[src/rtl/dkjr_obj_linebuf_ctrl.sv]
// Object line-buffer controller: display reads take priority over sprite draws on one RAM port.
// Define OBJ_LINEBUF_CLEAR_EN to clear each location as it is read for display.
module dkjr_obj_linebuf_ctrl #(
  parameter int AW = 8,
  parameter int DW = 6
) (
  input  logic          clk,
  input  logic          reset,
  input  logic          pix_strobe,
  input  logic [AW-1:0] pix_x,
  output logic [DW-1:0] pix_color,
  output logic          pix_valid,
  output logic          pix_overrun,
  input  logic          draw_valid,
  output logic          draw_ready,
  input  logic [AW-1:0] draw_x,
  input  logic [DW-1:0] draw_color,
  output logic          ram_ce,
  output logic          ram_oce,
  output logic          ram_reset,
  output logic          ram_wre,
  output logic [AW-1:0] ram_ad,
  output logic [DW-1:0] ram_din,
  input  logic [DW-1:0] ram_dout
);

  typedef enum logic [1:0] {IDLE, DISP_RD, DRAW_RD} state_t;

  state_t        state;
  logic          pend;
  logic [AW-1:0] pend_x;
  logic [AW-1:0] disp_x;
  logic [AW-1:0] draw_x_q;
  logic [DW-1:0] draw_color_q;
  logic          disp_go;
  logic [AW-1:0] disp_addr;

  function automatic logic is_transparent(input logic [DW-1:0] px);
    return px[1:0] == 2'b00;
  endfunction

  // A live strobe beats the stored one: when both exist, the stored address is the lost one.
  assign disp_go    = pix_strobe || pend;
  assign disp_addr  = pix_strobe ? pix_x : pend_x;
  assign draw_ready = (state == IDLE) && !pix_strobe && !pend && !reset;
  assign ram_oce    = 1'b1;
  assign ram_reset  = reset;

  always_ff @(posedge clk) begin
    if (reset) begin
      state       <= IDLE;
      pend        <= 1'b0;
      pix_valid   <= 1'b0;
      pix_color   <= '0;
      pix_overrun <= 1'b0;
    end else begin
      pix_valid <= 1'b0;
      if (pix_strobe && pend)
        pix_overrun <= 1'b1;
      case (state)
        IDLE: begin
          if (disp_go) begin
            disp_x <= disp_addr;
            pend   <= 1'b0;
            state  <= DISP_RD;
          end else if (draw_valid) begin
            draw_x_q     <= draw_x;
            draw_color_q <= draw_color;
            state        <= DRAW_RD;
          end
        end
        DISP_RD: begin
          pix_color <= ram_dout;
          pix_valid <= 1'b1;
          state     <= IDLE;
        end
        DRAW_RD: state <= IDLE;
        default: state <= IDLE;
      endcase
      if (state != IDLE && pix_strobe) begin
        pend   <= 1'b1;
        pend_x <= pix_x;
      end
    end
  end

  // RAM port is decoded from the current state so a read is issued in the same cycle as the request.
  always_comb begin
    ram_ce  = 1'b0;
    ram_wre = 1'b0;
    ram_ad  = '0;
    ram_din = '0;
    if (!reset) begin
      case (state)
        IDLE: begin
          if (disp_go) begin
            ram_ce = 1'b1;
            ram_ad = disp_addr;
          end else if (draw_valid) begin
            ram_ce = 1'b1;
            ram_ad = draw_x;
          end
        end
        DISP_RD: begin
`ifdef OBJ_LINEBUF_CLEAR_EN
          ram_ce  = 1'b1;
          ram_wre = 1'b1;
          ram_ad  = disp_x;
          ram_din = '0;
`else
          ram_ce  = 1'b0;
`endif
        end
        DRAW_RD: begin
          if (is_transparent(ram_dout)) begin
            ram_ce  = 1'b1;
            ram_wre = 1'b1;
            ram_ad  = draw_x_q;
            ram_din = draw_color_q;
          end
        end
        default: ram_ce = 1'b0;
      endcase
    end
  end

endmodule

[config.mk]
export PLATFORM = sky130hd
export DESIGN_NAME = dkjr_obj_linebuf_ctrl
export DESIGN_NICKNAME = d
export VERILOG_FILES = /design/src/rtl/dkjr_obj_linebuf_ctrl.sv
export SDC_FILE = /design/constraint.sdc
export NUM_CORES = 1
export LEC_CHECK = 0
export ABC_AREA = 1
export CORE_UTILIZATION = 49
export CTS_BUF_LIST = sky130_fd_sc_hd__clkbuf_2
export DETAILED_ROUTE_END_ITERATION = 10
export PLACE_DENSITY = 0.87
export SLEW_MARGIN = 20
export SYNTH_ARGS = -nofsm -noshare
export SYNTH_HDL_FRONTEND = slang
export SYNTH_SLANG_ARGS = --single-unit
export TNS_END_PERCENT = 50
[constraint.sdc]
create_clock -name clk -period 3.8 [get_ports clk]
set_clock_uncertainty 0.2 [all_clocks]
set_input_delay 0.95 -clock clk [delete_from_list [all_inputs] [get_ports clk]]
set_output_delay 0.95 -clock clk [all_outputs]
set_load 0.05 [all_outputs]
==> metrics.md <==
| Metric | Value |
|---|---|
| Number of max-cap violations | `0` |
| IO Port Bufs | `57` |
| RR Startpoint | `pend` |
| Cell Rows | `20` |
| Cell variety after synth | `20` |
| Total power | `776.6 uW` |
| Setup-failing EPs final | `0` |
| Post-synth EDFFs | `22` |
| Slew @ Worst Pin | `0.5127 ns` |
| Lkg Pwr | `1.100 nW` |
| Total negative slack | `0 ns` |
| Fillers | `208` |
| Clock buffer depth | `2` |
| Internal | `539.8 uW` |
| WP data arrival | `~2.4 ns` |
| Reg-to-reg endpoint | `draw_x_q[7]` |
| Area Growth Syn to Fin | `49.61%` |
| Final period util | `slightly above 90%` |
| Total Nets Final | `287` |
| Final Hold Vio Count | `0` |
| Max-slew violations | `0` |
| Register share of total power | `52.1%` |
| Ant. Diodes | `0` |
| Clk slew on worst S/H paths | `0.16 ns` |
| Avg Cell Area, Syn | `8.281 um2` |
| Worst Reg2Reg Path Length in Cells | `4` |
| DP Area | `0.002365 mm2` |
| Cell Area, Synth | `between 0.0015 and 0.002 mm2` |
| Critical Path Start | `draw_valid` |
| First-pass GRT wire length | `5595 um` |
| Root buf cell | `clkbuf_2` |
| Final Critical Period | `around 3.5 ns` |
| Worst Hold Class | `flip-flop to flip-flop` |
| Crit. End Element | `primary output` |
| VDD IR-drop max | `0.2192 mV` |
| Hold Startpoint | `state[0]` |
| Synthesized Nets | `226` |
| Net switching power | `~240 uW` |
| Post-route DRC | `0` |
| Register bit count reported by yosys | `33` |
| Cell mode on critical path | `nand2_1` |
| Sequential fraction of the synthesis area | `54.83%` |
| Post-synth top area cell | `edfxtp_1` |
| Crit Path Class | `input pin to primary output` |
| Worst path max stage delay | `0.70 ns` |
| Final Wtd Congestion | `between 0.8 and 0.9` |
| Die Ht | `59.26 um` |
| Vias in the first global route | `1291` |
| Uppermost routed layer | `met4` |
| Initial core utilization | `52.20%` |
| CP max FO | `10` |
| YS warnings | `0` |
| Largest net degree at the start of global routing | `15` |
| Initial antenna violation count | `0` |
| Pre-antenna DRT Iters | `4` |
| WP data required | `2.65 ns` |
| Crit path launch type | `input pin` |
| Via density | `4.683` |
| Async SR Flop Fraction | `0%` |
| Hpwl dp | `2626 um` |
| Routed wire length | `3519 um` |
| P per Cell Area | `323.1 mW/mm2` |
| Synth top area cells | `edfxtp_1 (41%), nand2_1 (18%), dfxtp_1 (14%)` |
| WL met2 | `1792 um` |
| Fmax | `~0.28 GHz` |
| Core outline area | `0.003078 mm2` |
| Logic pwr share | `27.4%` |
| Fin area | `around 0.0024 mm2` |
| Synth top cells by count | `nand2_1 (75), inv_1 (27), nor2_1 (26)` |
| WHS Path Cells | `1` |
| Num CTS Buffers | `5` |
| CP Cell Sequence | `clkdlybuf4s50_1 > nand2_1 > inv_1 > nand2_1 > nand2_1 > nand2_1 > a21oi_2 > buf_12` |
| H-tree levels | `2` |
| Critical path's slowest cell | `clkdlybuf4s50_1` |
| RSZ-0062 raised after global routing | `no` |
| Worst-skew pair later-pin latency | `0.37 ns` |
| Cells after Synth | `~190` |
| GRT Overall Usage | `22.01%` |
| Die Area | `~0.0035 mm2` |
| Final std cells w/o fill | `300` |
| CTS tree | `built` |
| Ratio of cells with drive above 1 in the final layout | `16.02%` |
| Hold-fix buffers, CTS | `0` |
| Reg-to-reg slack, setup | `about 1.8 ns` |
| Final ANT Viol Nets | `0` |
| Run status | `finished clean` |
| Vias | `around 1400` |
| Iter 0 DRT Violations | `67` |
| Clock sink count | `33` |
| Hold Path Sink | `state[0]` |
| Post-Place Cells | `between 200 and 300` |
| Met3 wire length | `191 um` |
| CTS resizes | `0` |
| Num ports | `59` |
| Sw frac | `30.49%` |
| Post CTS Setup Buffer Count | `0` |
| Dominant synthesized flop cell | `edfxtp_1` |
| WL per Instance | `11.73 um` |
| Share of the synthesized area in the top cell type | `41.12%` |
| Die width | `around 59 um` |
| Count leader, synth | `nand2_1` |
| Metal-1 WL | `1460 um` |
| Max-slew headroom | `65.71%` |
| Gr ovfl total | `0` |
| Power share of the clock group | `20.6%` |
## through the flow
stage | hold WS (ns) | utilization [%] | worst slack (ns)
finish | 0.2761 | 78.09 | 0.2655
global route | 0.2802 | 78.09 | 0.1203
CTS | 0.2707 | 78.09 | 0.2618
detailed placement | 0.2402 | 76.83 | 0.2661
global placement | 0.2375 | 76.83 | 0.3010
floorplan | 0.2200 | - | 0.3519
## placed cells by master, fill, tap and decap left out, types with 2 or more instances in the layout
cell,synthesis,final
nand2_1,75,75
clkdlybuf4s50_1,0,39
inv_1,27,27
nor2_1,26,26
edfxtp_1,22,22
buf_12,0,17
dfxtp_1,11,11
o21ai_0,7,7
clkbuf_2,0,7
a21oi_2,6,6
buf_4,2,6
a21oi_1,3,3
nor3_1,2,2
## worst max path at each step
stage,endpoint,depth (start not counted)
detailed placement,ram_din[5],6
global placement,ram_ad[7],7
CTS,ram_din[5],6
floorplan,ram_ce,3
global route,ram_ad[7],8
finish,ram_ad[6],8
## kinds of logic after synthesis
group	Yosys count	synth area share [%]
AND/OR/NAND/NOR	108	27.49
buffers and inverters	36	11.06
flip-flops	33	54.83
AO/OA/AOI/OAI	16	6.386
other	1	0.2334
## sequential cells by signal, summed over array words and instances (netlist names)
| register | cells |
|---|---|
| draw_x_q | 8 |
| state | 2 |
| pix_valid | 1 |
| pend | 1 |
| pix_overrun | 1 |
| pend_x | 8 |
| draw_color_q | 6 |
| pix_color | 6 |
## power groups by stage
| stage | logic [mW] | registers, mW | clock network [mW] |
|---|---|---|---|
| global route | 0.228 | 0.406 | 0.179 |
| floorplan | 0.0968 | 0.431 | 0 |
| finish | 0.213 | 0.404 | 0.160 |
| global placement | 0.209 | 0.412 | 0 |
| detailed placement | 0.212 | 0.412 | 0 |
| CTS | 0.213 | 0.404 | 0.163 |
## final cells by class
class | instances | area, um2 | share of cell area, %
flip-flops and latches | 33 | 880.8 | 36.65
repair buffers | 62 | 775.7 | 32.27
well taps | 44 | 55.05 | 2.290
inverters | 28 | 105.1 | 4.373
clock inverters | 1 | 3.754 | 0.1562
clock buffers | 7 | 35.03 | 1.458
multi-input cells | 125 | 548.0 | 22.80
## critical path: cells and delay by family
kind            cells  cell delay, ns
simple gates        4            0.30
compound gates      1            0.19
buf+inv             3            0.94
## per-layer routing
layer	vias to the layer above	GRT usage, %
met5	-	0
li1	714	-
met3	9	5.459
met1	637	26.35
met2	45	36.76
met4	0	10.88
No activity file was read; power rests on OpenSTA's default activity.
